$ cat config.mk
export PLATFORM = sky130hd
export DESIGN_NAME = branch_resolver_flat
export DESIGN_NICKNAME = d
export VERILOG_FILES = /design/src/rtl/branch_resolver_if.sv /design/src/rtl/branch_resolver.sv /design/src/flat_wrapper.sv
export SDC_FILE = /design/constraint.sdc
export NUM_CORES = 1
export LEC_CHECK = 0
export ABC_AREA = 1
export CAP_MARGIN = 30
export CORE_ASPECT_RATIO = 0.9
export CORE_MARGIN = 10
export CORE_UTILIZATION = 55
export CTS_CLUSTER_SIZE = 10
export DETAILED_ROUTE_END_ITERATION = 6
export GPL_TIMING_DRIVEN = 0
export PLACE_DENSITY = 0.81
export SLEW_MARGIN = 20
export SYNTH_ARGS = -nofsm -noshare
export SYNTH_HDL_FRONTEND = slang
export SYNTH_SLANG_ARGS = --single-unit
$ cat constraint.sdc
create_clock -name clk -period 5.89 [get_ports clk]
set_clock_uncertainty 0.15 [all_clocks]
set_input_delay 0.589 -clock clk [delete_from_list [all_inputs] [get_ports clk]]
set_output_delay 0.589 -clock clk [all_outputs]
set_load 0.02 [all_outputs]
$ cat src/rtl/branch_resolver_if.sv
// rtl/branch_resolver_if.sv - prediction, resolve and training/redirect channels of the branch resolver
interface branch_resolver_if #(
    parameter int PC_W = 32
);
    logic            pred_valid;
    logic            pred_taken;
    logic [PC_W-1:0] pred_fallthrough;
    logic            pred_ready;
    logic            resolve_valid;
    logic            resolve_taken;
    logic [PC_W-1:0] resolve_target;
    logic            upd_branch;
    logic            upd_taken;
    logic            flush;
    logic [PC_W-1:0] redirect_pc;

    // Pipeline side: fetch pushes predictions, execute resolves them
    modport master (
        output pred_valid, pred_taken, pred_fallthrough,
        output resolve_valid, resolve_taken, resolve_target,
        input  pred_ready, upd_branch, upd_taken, flush, redirect_pc
    );

    // Resolver side
    modport slave (
        input  pred_valid, pred_taken, pred_fallthrough,
        input  resolve_valid, resolve_taken, resolve_target,
        output pred_ready, upd_branch, upd_taken, flush, redirect_pc
    );
endinterface

$ cat src/rtl/branch_resolver.sv
// rtl/branch_resolver.sv - in-order prediction queue, mispredict detection, predictor training and statistics
module branch_resolver #(
    parameter int DEPTH = 4,
    parameter int PC_W  = 32,
    parameter int CNT_W = 16
) (
    input  logic             clk,
    input  logic             reset,
    branch_resolver_if.slave bus,
    output logic             empty,
    output logic             underflow_err,
    output logic [CNT_W-1:0] branch_count,
    output logic [CNT_W-1:0] mispredict_count
);
    localparam int AW = $clog2(DEPTH);
    localparam logic [AW:0] FULL_COUNT = (AW+1)'(DEPTH);
    localparam logic [CNT_W-1:0] CNT_MAX = '1;

    // Each entry is {pred_taken, pred_fallthrough}
    logic [PC_W:0]   mem [DEPTH];
    logic [AW-1:0]   rd_ptr;
    logic [AW-1:0]   wr_ptr;
    logic [AW:0]     count;

    logic            pop;
    logic            push;
    logic            mispredict;
    logic [PC_W:0]   head;

    logic            upd_branch_q;
    logic            upd_taken_q;
    logic            flush_q;
    logic [PC_W-1:0] redirect_pc_q;

    assign empty          = (count == '0);
    assign bus.pred_ready = (count != FULL_COUNT);
    assign head           = mem[rd_ptr];
    assign pop            = bus.resolve_valid && !empty;
    assign mispredict     = pop && (head[PC_W] != bus.resolve_taken);
    // A push in a mispredict cycle belongs to the wrong path and is discarded
    assign push           = bus.pred_valid && bus.pred_ready && !mispredict;

    assign bus.upd_branch  = upd_branch_q;
    assign bus.upd_taken   = upd_taken_q;
    assign bus.flush       = flush_q;
    assign bus.redirect_pc = redirect_pc_q;

    // Queue storage; contents need no reset since count gates every read
    always_ff @(posedge clk) begin
        if (push) begin
            mem[wr_ptr] <= {bus.pred_taken, bus.pred_fallthrough};
        end
    end

    // Queue pointers and occupancy; a mispredict drops every younger entry
    always_ff @(posedge clk or posedge reset) begin
        if (reset) begin
            rd_ptr <= '0;
            wr_ptr <= '0;
            count  <= '0;
        end else if (mispredict) begin
            rd_ptr <= wr_ptr;
            count  <= '0;
        end else begin
            if (push) begin
                wr_ptr <= wr_ptr + 1'b1;
            end
            if (pop) begin
                rd_ptr <= rd_ptr + 1'b1;
            end
            if (push && !pop) begin
                count <= count + 1'b1;
            end else if (pop && !push) begin
                count <= count - 1'b1;
            end
        end
    end

    // Registered training strobe, flush pulse and redirect target
    always_ff @(posedge clk or posedge reset) begin
        if (reset) begin
            upd_branch_q  <= 1'b0;
            upd_taken_q   <= 1'b0;
            flush_q       <= 1'b0;
            redirect_pc_q <= '0;
        end else begin
            upd_branch_q <= pop;
            upd_taken_q  <= pop && bus.resolve_taken;
            flush_q      <= mispredict;
            if (mispredict) begin
                redirect_pc_q <= bus.resolve_taken ? bus.resolve_target : head[PC_W-1:0];
            end
        end
    end

    // Saturating statistics and sticky underflow flag
    always_ff @(posedge clk or posedge reset) begin
        if (reset) begin
            branch_count     <= '0;
            mispredict_count <= '0;
            underflow_err    <= 1'b0;
        end else begin
            if (pop && branch_count != CNT_MAX) begin
                branch_count <= branch_count + 1'b1;
            end
            if (mispredict && mispredict_count != CNT_MAX) begin
                mispredict_count <= mispredict_count + 1'b1;
            end
            if (bus.resolve_valid && empty) begin
                underflow_err <= 1'b1;
            end
        end
    end
endmodule

$ cat src/flat_wrapper.sv
// flat-port wrapper written by rule: the top's interface ports become plain ports
module branch_resolver_flat 
#(
    parameter int DEPTH = 4,
    parameter int PC_W  = 32,
    parameter int CNT_W = 16
)
  (clk, reset, empty, underflow_err, branch_count, mispredict_count, bus_pred_valid, bus_pred_taken, bus_pred_fallthrough, bus_resolve_valid, bus_resolve_taken, bus_resolve_target, bus_pred_ready, bus_upd_branch, bus_upd_taken, bus_flush, bus_redirect_pc);
  branch_resolver_if #(.PC_W(PC_W)) bus_i ();
  input  logic clk;
  input  logic reset;
  output logic empty;
  output logic underflow_err;
  output logic [CNT_W-1:0] branch_count;
  output logic [CNT_W-1:0] mispredict_count;
  input wire logic [$bits(bus_i.pred_valid)-1:0] bus_pred_valid;
  input wire logic [$bits(bus_i.pred_taken)-1:0] bus_pred_taken;
  input wire logic [$bits(bus_i.pred_fallthrough)-1:0] bus_pred_fallthrough;
  input wire logic [$bits(bus_i.resolve_valid)-1:0] bus_resolve_valid;
  input wire logic [$bits(bus_i.resolve_taken)-1:0] bus_resolve_taken;
  input wire logic [$bits(bus_i.resolve_target)-1:0] bus_resolve_target;
  output wire logic [$bits(bus_i.pred_ready)-1:0] bus_pred_ready;
  output wire logic [$bits(bus_i.upd_branch)-1:0] bus_upd_branch;
  output wire logic [$bits(bus_i.upd_taken)-1:0] bus_upd_taken;
  output wire logic [$bits(bus_i.flush)-1:0] bus_flush;
  output wire logic [$bits(bus_i.redirect_pc)-1:0] bus_redirect_pc;
  assign bus_i.pred_valid = bus_pred_valid;
  assign bus_i.pred_taken = bus_pred_taken;
  assign bus_i.pred_fallthrough = bus_pred_fallthrough;
  assign bus_i.resolve_valid = bus_resolve_valid;
  assign bus_i.resolve_taken = bus_resolve_taken;
  assign bus_i.resolve_target = bus_resolve_target;
  assign bus_pred_ready = bus_i.pred_ready;
  assign bus_upd_branch = bus_i.upd_branch;
  assign bus_upd_taken = bus_i.upd_taken;
  assign bus_flush = bus_i.flush;
  assign bus_redirect_pc = bus_i.redirect_pc;
  branch_resolver #(.DEPTH(DEPTH), .PC_W(PC_W), .CNT_W(CNT_W)) u_core (.clk(clk), .reset(reset), .bus(bus_i), .empty(empty), .underflow_err(underflow_err), .branch_count(branch_count), .mispredict_count(mispredict_count));
endmodule
==> results of run 1 <==
per-layer routing:
layer / GRT usage, % / up-vias / wire length, µm / share of wire [%]
met3: 5.63 / 48 / 2240 / 9.4
met5: 0 / - / 0 / 0
met4: 7.70 / 0 / 739 / 3.1
li1: - / 3186 / - / -
met2: 34.4 / 301 / 11200 / 47
met1: 26.8 / 3292 / 9520 / 40
power by group through the flow:
stage	Sequential [µW]	Clock [µW]	Combinational, µW
final	2090	1330	2040
after global routing	2120	1400	2220
after CTS	2080	1340	2040
after detailed placement	2110	0	2020
after global placement	2110	0	1900
after floorplan	2270	0	978
area by class of cell:
class	count	area, µm²	share of cell area, %
multi-input cells	532	2710	23.8
clock inverters	1	30.0	0.263
repair buffers	143	1510	13.2
clock buffers	41	664	5.82
plain buffers	41	210	1.84
flip-flops and latches	207	5840	51.2
well taps	207	259	2.27
inverters	47	181	1.59
per-stage QoR:
step           setup WS (ns)  utilization [%]
2_1_floorplan           2.59                -
3_3_place_gp            1.24             65.9
3_5_place_dp            2.23             66.9
4_1_cts                 2.56             71.2
5_1_grt                 2.30             71.2
6_report                2.55             71.2
cells in the final DEF (no fill, tap or decap), types with 15 or more instances in the layout:
cell type,netlist,layout
clkdlybuf4s50_1,0,138
inv_1,44,43
nand2_1,160,160
nor2_1,104,100
edfxtp_1,132,132
o22ai_1,15,15
clkbuf_1,13,30
nand3_1,33,33
buf_2,19,19
clkbuf_16,0,24
o211ai_1,17,17
a21boi_0,15,15
o21ai_1,33,33
o21ai_0,87,87
xor2_1,17,17
dfrtp_1,75,75
registers in the layout (all words and copies together) (netlist names):
signal                   count
u_core.mem                 132
u_core.bus.redirect_pc      32
u_core.branch_count         16
u_core.mispredict_count     16
u_core.count                 3
u_core.rd_ptr                2
u_core.wr_ptr                2
u_core.bus.flush             1
u_core.bus.upd_branch        1
u_core.bus.upd_taken         1
u_core.underflow_err         1
logic make-up (layout without fill, tap and decap cells):
logic type | after synthesis | after routing
AOI/OAI and AO/OA | 169 | 169
xor gates and xnor gates | 23 | 23
adders and majority gates | 8 | 8
buffers and inverters | 88 | 273
DFF | 207 | 207
and+or+nand+nor | 332 | 332
how the worst max path moves through the flow:
stage | depth (start not counted) | endpoint | startpoint | slack, ns
finish | 14 | u_core.count[2]$_DFFE_PP0P_ | u_core.rd_ptr[1]$_DFFE_PP0P_ | 2.55
global route | 14 | u_core.count[2]$_DFFE_PP0P_ | u_core.rd_ptr[1]$_DFFE_PP0P_ | 2.30
floorplan | 6 | u_core.mem[0][0]$_DFFE_PP_ | bus_resolve_taken | 2.59
global placement | 6 | u_core.mem[0][14]$_DFFE_PP_ | bus_resolve_valid | 1.24
CTS | 14 | u_core.count[2]$_DFFE_PP0P_ | u_core.rd_ptr[1]$_DFFE_PP0P_ | 2.56
detailed placement | 13 | u_core.count[2]$_DFFE_PP0P_ | bus_resolve_valid | 2.23
==> reports/results.txt, run 1 <==
RSZ-0062 raised after global routing -> no
TritonCTS clock tree -> yes
PD cells -> 478 nW/µm²
Critical R2R Launch -> u_core.rd_ptr[1]$_DFFE_PP0P_
Reg-to-reg slack, setup -> 2.55 ns
Worst IR drop on VDD -> 0.351 mV
Peak Freq -> 0.300 GHz
Hold_buf cts -> 0
Worst-path fanout max -> 10
CP max stage delay -> 0.41 ns
GRT Util Overall -> 21.2%
DRC Markers -> 0
Fin nets -> 1074
Final WL -> 23700 µm
Die area -> 21700 µm²
Simple-gate share of the synthesized area -> 16.0%
Final number of max-transition violations -> 0
Max-cap viol count -> 0
Share of power burned in registers -> 38.3%
Worst r2r path cells -> 14
Setup Viol. Count Final -> 0
Status -> finished clean
CP top delay family -> simple AND/OR/NAND/NOR gates
Die height -> 141 µm
Initial Utilization -> 55.6%
Yosys top cell area share -> 44.5%
Slowest stage cell, crit path -> fa_1
Detail Placement HPWL -> 15600 µm
Std-Cell Rows -> 44
Worst-margin pin slew -> 0.769 ns
Leading area contributor after synthesis -> edfxtp_1
DR vias/cell -> 5.60
Crit path time final -> 3.34 ns
CP Capture Type -> flip-flop
Post-CTS sizing -> 0
Overall power -> 5450 µW
Area after DPL -> 10700 µm²
Via count -> 6827
# diodes -> 0
Area contributors post-synth -> edfxtp_1, dfrtp_1, nand2_1
H-tree Lvls -> 1
CP Class -> flip-flop to flip-flop
Slew Limit Headroom -> 48.7%
Largest family of logic cells by synthesized area -> simple AND/OR/NAND/NOR gates
Final worst path period share -> 56.7%
DRT Pass-1 Iters -> 5
Post-Syn Nets -> 905
Non-filler instance count after layout -> 1219
Sink Count -> 207
Most common cell in the synthesized netlist -> nand2_1
Congestion Overflow GR -> 0
FILL cells -> 1119
FFs w/ async S/R, synth -> 36.2%
Clk network pwr share -> 24.4%
Hold Crit Class -> primary input to async pin
CTS buffer count -> 24
Sw Share -> 36.9%
Setup Buffers After CTS -> 0
Placer Congestion -> 0.838
Register area share after synthesis -> 65.5%
Post-synth EDFFs -> 132
Fin. Hold Viols -> 0
First-pass GRT wire length -> 37100 µm
Vias in the first global route -> 6852
Synth Cell Area -> 8910 µm²
Final TNS setup -> 0 ns
Clk Latency, worst-skew pair -> 0.53 ns
Post-Syn Instances -> 827
Crit path DAT -> 3.64 ns
ANT nets after route -> 0
Ys flop type -> edfxtp_1
Core area -> 16000 µm²
Critical path, cell by cell -> buf_2, inv_2, nand3_1, nand3_1, nand3_4, nand2_1, inv_1, ha_1, fa_1, a21oi_1, o21ai_0, xor2_1, or2_1, inv_1
IO Pins -> 140
Synth Area in Adders -> 1.21%
Distinct cells, synth -> 39
Crit start category -> flip-flop
Dpl cells -> 1177
IO Port Bufs -> 138
1st-iter DRT viols -> 568
Comb pwr share -> 37.4%
Switch Pwr -> 2010 µW
Die Wd -> 154 µm
Clk buf depth -> 3
Yosys warns -> 0
Static leakage -> 0.00447 µW
Area share of xor/xnor cells in the synthesized design -> 2.26%
Syn-to-layout area delta -> 28.0%
Share of layout cells above drive strength 1 -> 7.41%
Pint -> 3440 µW
Post-synth top cells -> nand2_1, edfxtp_1, nor2_1, o21ai_0, dfrtp_1
Wirelength per Cell -> 19.4 µm
Antenna violations before repair -> 0
Compound-gate portion of the synthesized area -> 10.6%
CTS root buf -> clkbuf_16
Worst endpoint required time -> 6.20 ns
Synthesized flop and latch total -> 207
Largest net degree at the start of global routing -> 49
Post-Syn Area per Cell -> 10.8 µm²
Mux cell area share after synthesis -> 0%
Worst hold slack -> 0.271 ns
Critical R2R Capture -> u_core.count[2]$_DFFE_PP0P_
Buf/Inv on CP -> 4
CTS clock-pin slew for the worst setup and hold paths -> 0.06 ns
Final std cell area, no fill -> 11400 µm²
Note: power is estimated with default switching activity, not from simulation.
==> run 2, diff against run 1 <==
--- a/config.mk
+++ b/config.mk
@@ -9,11 +9,11 @@
 export CAP_MARGIN = 30
 export CORE_ASPECT_RATIO = 0.9
 export CORE_MARGIN = 10
-export CORE_UTILIZATION = 55
+export CORE_UTILIZATION = 54
 export CTS_CLUSTER_SIZE = 10
 export DETAILED_ROUTE_END_ITERATION = 6
 export GPL_TIMING_DRIVEN = 0
-export PLACE_DENSITY = 0.81
+export PLACE_DENSITY = 0.8
 export SLEW_MARGIN = 20
 export SYNTH_ARGS = -nofsm -noshare
 export SYNTH_HDL_FRONTEND = slang
==> constraint.sdc (replaced) <==
create_clock -name clk -period 3.4 [get_ports clk]
set_clock_uncertainty 0.15 [all_clocks]
set_input_delay 0.34 -clock clk [delete_from_list [all_inputs] [get_ports clk]]
set_output_delay 0.34 -clock clk [all_outputs]
set_load 0.02 [all_outputs]
==> reports/results.txt, run 2 (synthesized netlist as in run 1, its figures left out) <==
Die Wd -> 155 µm (was 154 µm)
Antenna violations before repair -> 0 (unchanged)
Die area -> 22100 µm² (was 21700 µm²)
Largest net degree at the start of global routing -> 47 (was 49)
Via count -> 6802 (was 6827)
CTS clock-pin slew for the worst setup and hold paths -> 0.06 ns (about the same)
Hold Crit Class -> primary input to async pin (unchanged)
Crit path time final -> 3.03 ns (was 3.34 ns)
CTS root buf -> clkbuf_16 (unchanged)
Most frequent cells in the layout -> nand2_1, clkdlybuf4s50_1, edfxtp_1 (unchanged)
CP top delay family -> simple AND/OR/NAND/NOR gates (unchanged)
Slowest stage cell, crit path -> fa_1 (unchanged)
Placer Congestion -> 0.838 (about the same)
Max reg flops -> 132 (unchanged)
Crit path DAT -> 3.34 ns (was 3.64 ns)
Worst r2r path cells -> 14 (unchanged)
Fin nets -> 1074 (unchanged)
RSZ-0062 raised after global routing -> no (unchanged)
Status -> finished clean (unchanged)
Area after DPL -> 10700 µm² (about the same)
IO Port Bufs -> 138 (unchanged)
Core area -> 16200 µm² (was 16000 µm²)
Non-filler instance count after layout -> 1220 (was 1219)
ANT nets after route -> 0 (unchanged)
First-pass GRT wire length -> 37100 µm (about the same)
TritonCTS clock tree -> yes (unchanged)
Die height -> 142 µm (was 141 µm)
Peak Freq -> 0.330 GHz (was 0.300 GHz)
Critical path, cell by cell -> buf_2, inv_2, nand3_1, nand3_1, nand3_4, nand2_2, inv_1, ha_1, fa_1, a21oi_1, o21ai_0, xor2_1, or2_1, inv_1 (was buf_2, inv_2, nand3_1, nand3_1, nand3_4, nand2_1, inv_1, ha_1, fa_1, a21oi_1, o21ai_0, xor2_1, or2_1, inv_1)
1st-iter DRT viols -> 571 (was 568)
Std-Cell Rows -> 44 (unchanged)
Clk buf depth -> 3 (unchanged)
Hold_buf cts -> 0 (unchanged)
Fin. Hold Viols -> 0 (unchanged)
Overall power -> 9440 µW (was 5450 µW)
Critical Path Start -> u_core.rd_ptr[1]$_DFFE_PP0P_ (unchanged)
CP max stage delay -> 0.39 ns (was 0.41 ns)
Static leakage -> 0.00447 µW (about the same)
Final std cell area, no fill -> 11400 µm² (about the same)
Congestion Overflow GR -> 0 (unchanged)
Buf/Inv on CP -> 4 (unchanged)
Slew Limit Headroom -> 49.3% (was 48.7%)
Reg with most FFs -> u_core.mem (unchanged)
Vias in the first global route -> 6798 (was 6852)
CP Capture Type -> flip-flop (unchanged)
DR vias/cell -> 5.58 (was 5.60)
Final worst path period share -> 89.2% (was 56.7%)
Final WL -> 23800 µm (was 23700 µm)
Max-cap viol count -> 0 (unchanged)
Worst endpoint required time -> 3.70 ns (was 6.20 ns)
Syn-to-layout area delta -> 28.0% (about the same)
Crit start category -> flip-flop (unchanged)
Critical R2R Launch -> u_core.rd_ptr[1]$_DFFE_PP0P_ (unchanged)
Most common cell after layout, fill and taps aside -> nand2_1 (unchanged)
CTS buffer count -> 24 (unchanged)
Setup Viol. Count Final -> 0 (unchanged)
Worst Setup EP -> u_core.count[2]$_DFFE_PP0P_ (unchanged)
Share of layout cells above drive strength 1 -> 7.50% (was 7.41%)
Wirelength per Cell -> 19.5 µm (was 19.4 µm)
Dpl cells -> 1177 (unchanged)
GRT Util Overall -> 20.9% (was 21.2%)
Crit path depth -> 14 (unchanged)
Detail Placement HPWL -> 15800 µm (was 15600 µm)
Sink Count -> 207 (unchanged)
Clk Latency, worst-skew pair -> 0.53 ns (about the same)
Initial Utilization -> 55.1% (was 55.6%)
Critical R2R Capture -> u_core.count[2]$_DFFE_PP0P_ (unchanged)
Reg-to-reg slack, setup -> 0.37 ns (was 2.55 ns)
DRT Pass-1 Iters -> 5 (unchanged)
# diodes -> 0 (unchanged)
DRC Markers -> 0 (unchanged)
Worst-margin pin slew -> 0.761 ns (was 0.769 ns)
CP Class -> flip-flop to flip-flop (unchanged)
PD cells -> 827 nW/µm² (was 478 nW/µm²)
Worst-path fanout max -> 10 (unchanged)
Final number of max-transition violations -> 0 (unchanged)
Setup Buffers After CTS -> 0 (unchanged)
Worst IR drop on VDD -> 0.606 mV (was 0.351 mV)
IO Pins -> 140 (unchanged)
Final TNS setup -> 0 ns (unchanged)
H-tree Lvls -> 1 (unchanged)
## run 2: cell type report
class / instances / area, µm²
Buffer: 41 / 210
Clock buffer: 42 / 668
Clock inverter: 1 / 30.0
Fill cell: 1166 / 4780
Inverter: 47 / 181
Multi-Input combinational cell: 532 / 2720
Sequential cell: 207 / 5840
Tap cell: 207 / 259
Timing Repair Buffer: 143 / 1500
## run 2: report_power, final
group	internal, µW	switching (µW)
combinational	1310	2210
clock	1330	969
sequential	3320	297
total	5960	3480
## run 2: routing by layer
| metal | share of wire (%) | up-vias | track usage, % |
|---|---|---|---|
| met3 | 9.8 | 28 | 5.74 |
| met4 | 1.6 | 0 | 4.38 |
| li1 | - | 3191 | - |
| met5 | 0 | - | 0 |
| met2 | 48 | 323 | 34.6 |
| met1 | 41 | 3260 | 26.8 |
## run 2: through the flow
stage                     utilization, %  hold slack [ns]  worst slack (ns)
after floorplan                        -            0.289             0.140
after global placement              65.2            0.289            -0.990
after detailed placement            66.2            0.317            0.0343
after CTS                           70.5           0.0444             0.208
after global routing                70.5           0.0775             0.167
final                               70.5           0.0374             0.366
## run 2: worst min-delay path by stage
stage / end / slack [ns] / cells after the start
after floorplan: u_core.mem[0][0]$_DFFE_PP_ / 0.29 / 0
after global placement: u_core.underflow_err$_DFFE_PP0P_ / 0.29 / 1
after detailed placement: u_core.underflow_err$_DFFE_PP0P_ / 0.32 / 1
after CTS: u_core.bus.redirect_pc[24]$_DFFE_PP0P_ / 0.04 / 2
after global routing: u_core.bus.redirect_pc[28]$_DFFE_PP0P_ / 0.08 / 2
final: u_core.bus.redirect_pc[3]$_DFFE_PP0P_ / 0.04 / 2
## run 2: timing repair
action | in CTS | in global routing
endpoints found under the hold margin | 0 | 0
setup endpoints to repair | 0 | 1
gates resized for setup | 0 | 1
==> run 3, diff against run 2 <==
--- a/config.mk
+++ b/config.mk
@@ -13,6 +13,7 @@
 export CTS_CLUSTER_SIZE = 10
 export DETAILED_ROUTE_END_ITERATION = 6
 export GPL_TIMING_DRIVEN = 0
+export HOLD_SLACK_MARGIN = 0.08
 export PLACE_DENSITY = 0.8
 export SLEW_MARGIN = 20
 export SYNTH_ARGS = -nofsm -noshare
==> reports/results.txt, run 3 (synthesized netlist as in run 1, its figures left out) <==
End-of-flow core utilization -> 70.6% (was 70.5%)
Max-cap viol count -> 0 (unchanged)
HP Start -> bus_resolve_taken
Crit start category -> flip-flop (unchanged)
Clk network pwr share -> 24.4% (about the same)
CP max stage delay -> 0.39 ns (about the same)
Hold Crit Depth -> 4
Die area -> 22100 µm² (unchanged)
Die Wd -> 155 µm (unchanged)
Pint -> 5960 µW (about the same)
Sink Count -> 207 (unchanged)
Worst IR drop on VDD -> 0.606 mV (about the same)
Core area -> 16200 µm² (unchanged)
Setup Buffers After CTS -> 0 (unchanged)
GRT Util Overall -> 20.9% (about the same)
GR Util met2 -> 34.7% (was 34.6%)
Most frequent cells in the layout -> nand2_1, clkdlybuf4s50_1, edfxtp_1 (unchanged)
IO Port Bufs -> 138 (unchanged)
Area after DPL -> 10700 µm² (unchanged)
Congestion Overflow GR -> 0 (unchanged)
Sw Share -> 36.8% (about the same)
Via count -> 6788 (was 6802)
Final WL -> 23800 µm (about the same)
Switch Pwr -> 3470 µW (was 3480 µW)
DRC Markers -> 0 (unchanged)
Placer Congestion -> 0.838 (unchanged)
Vias in the first global route -> 6805 (was 6798)
Initial Utilization -> 55.1% (unchanged)
# diodes -> 0 (unchanged)
Worst-margin pin slew -> 0.752 ns (was 0.761 ns)
Clk Latency, worst-skew pair -> 0.53 ns (about the same)
Buf/Inv on CP -> 4 (unchanged)
Static leakage -> 0.00447 µW (about the same)
Largest net degree at the start of global routing -> 47 (unchanged)
Crit path DAT -> 3.35 ns (was 3.34 ns)
Final std cell area, no fill -> 11400 µm² (about the same)
RSZ-0062 raised after global routing -> no (unchanged)
DR vias/cell -> 5.56 (was 5.58)
Slew Limit Headroom -> 49.9% (was 49.3%)
IO Pins -> 140 (unchanged)
Hold Crit Class -> primary input to flip-flop (was primary input to async pin)
Reg with most FFs -> u_core.mem (unchanged)
Clk buf depth -> 3 (unchanged)
TritonCTS clock tree -> yes (unchanged)
CP top delay family -> simple AND/OR/NAND/NOR gates (unchanged)
Antenna violations before repair -> 0 (unchanged)
Critical path, cell by cell -> buf_2, inv_2, nand3_1, nand3_1, nand3_4, nand2_2, inv_1, ha_1, fa_1, a21oi_1, o21ai_0, xor2_1, or2_1, inv_1 (unchanged)
Worst endpoint required time -> 3.70 ns (about the same)
Die height -> 142 µm (unchanged)
Global Route met3 Usage -> 5.74% (unchanged)
Detail Placement HPWL -> 15800 µm (unchanged)
DRT Pass-1 Iters -> 5 (unchanged)
Final worst path period share -> 89.6% (was 89.2%)
H-tree Lvls -> 1 (unchanged)
CTS clock-pin slew for the worst setup and hold paths -> 0.06 ns (about the same)
Crit path time final -> 3.05 ns (was 3.03 ns)
Slowest stage cell, crit path -> fa_1 (unchanged)
Hold Crit Endpoint -> u_core.bus.redirect_pc[12]$_DFFE_PP0P_
Syn-to-layout area delta -> 28.1% (was 28.0%)
Setup Viol. Count Final -> 0 (unchanged)
CP Class -> flip-flop to flip-flop (unchanged)
Std-Cell Rows -> 44 (unchanged)
Reg-to-reg slack, setup -> 0.35 ns (was 0.37 ns)
CTS buffer count -> 24 (unchanged)
Most common cell after layout, fill and taps aside -> nand2_1 (unchanged)
Wirelength per Cell -> 19.5 µm (about the same)
Share of power burned in registers -> 38.3% (about the same)
Status -> finished clean (unchanged)
Fin. Hold Viols -> 0 (unchanged)
Met1 Use GR -> 26.9% (was 26.8%)
Fin nets -> 1075 (was 1074)
Final number of max-transition violations -> 0 (unchanged)
Max reg flops -> 132 (unchanged)
First-pass GRT wire length -> 37200 µm (was 37100 µm)
PD cells -> 826 nW/µm² (was 827 nW/µm²)
Worst-path fanout max -> 10 (unchanged)
1st-iter DRT viols -> 499 (was 571)
CP Capture Type -> flip-flop (unchanged)
ANT nets after route -> 0 (unchanged)
Critical R2R Launch -> u_core.rd_ptr[1]$_DFFE_PP0P_ (unchanged)
Comb pwr share -> 37.3% (about the same)
Share of layout cells above drive strength 1 -> 7.50% (about the same)
Peak Freq -> 0.328 GHz (was 0.330 GHz)
Worst r2r path cells -> 14 (unchanged)
Critical R2R Capture -> u_core.count[2]$_DFFE_PP0P_ (unchanged)
GR peak layer -> met2 (unchanged)
CTS root buf -> clkbuf_16 (unchanged)
run 3: cell count changes in the layout (fill, tap and decap cells not counted):
cell           before  now
dlygate4sd3_1       0    1
run 3: area by class of cell:
type                            count  area [µm²]
Tap cell                          207         259
Timing Repair Buffer              144        1510
Buffer                             41         210
Multi-Input combinational cell    532        2720
Fill cell                        1161        4770
Inverter                           47         181
Sequential cell                   207        5840
Clock inverter                      1        30.0
Clock buffer                       42         668
run 3: timing repair:
action / 4_1_cts / 5_1_grt
setup endpoints to repair: 0 / 1
hold endpoints to repair: 29 / 0
hold buffers: 1 / 0
resized for setup: 0 / 1
run 3: worst max-delay path by stage:
stage | startpoint | to | slack (ns) | depth (start not counted)
after floorplan | u_core.count[1]$_DFFE_PP0P_ | u_core.mem[0][0]$_DFFE_PP_ | 0.14 | 5
after global placement | bus_resolve_valid | u_core.mem[0][16]$_DFFE_PP_ | -0.99 | 6
after detailed placement | bus_resolve_valid | u_core.count[2]$_DFFE_PP0P_ | 0.03 | 13
after CTS | u_core.rd_ptr[1]$_DFFE_PP0P_ | u_core.count[2]$_DFFE_PP0P_ | 0.21 | 14
after global routing | u_core.rd_ptr[1]$_DFFE_PP0P_ | u_core.count[2]$_DFFE_PP0P_ | 0.17 | 15
final | u_core.rd_ptr[1]$_DFFE_PP0P_ | u_core.count[2]$_DFFE_PP0P_ | 0.35 | 14
run 3: power by group through the flow:
| stage | clock [µW] | combinational, µW | sequential, µW |
|---|---|---|---|
| after floorplan | 0 | 1690 | 3930 |
| after global routing | 2430 | 3840 | 3670 |
| after global placement | 0 | 3280 | 3650 |
| final | 2300 | 3520 | 3620 |
| after detailed placement | 0 | 3490 | 3650 |
| after CTS | 2330 | 3530 | 3610 |
run 3: stage by stage:
step,setup TNS (ns),power [µW],setup WS [ns],cells,hold slack [ns]
after floorplan,0,5620,0.140,827,0.289
after global placement,-158.93,6940,-0.990,1172,0.289
after detailed placement,0,7140,0.0343,1177,0.317
after CTS,0,9470,0.208,1221,0.220
after global routing,0,9950,0.167,1221,0.224
final,0,9440,0.353,1221,0.226
run 3: layer usage:
metal  vias to the layer above  part of all wire, %  routed length [µm]
met4                         0                  1.5                 368
met1                      3252                   41                9800
met3                        26                  9.3                2220
li1                       3194                    -                   -
met2                       316                   48               11400
met5                         -                    0                   0
run 3: worst min-delay path: stages:
cell and delay (ns):
buf_2 0.18, nand2_1 0.09, a21boi_0 0.17, o21ai_1 0.08
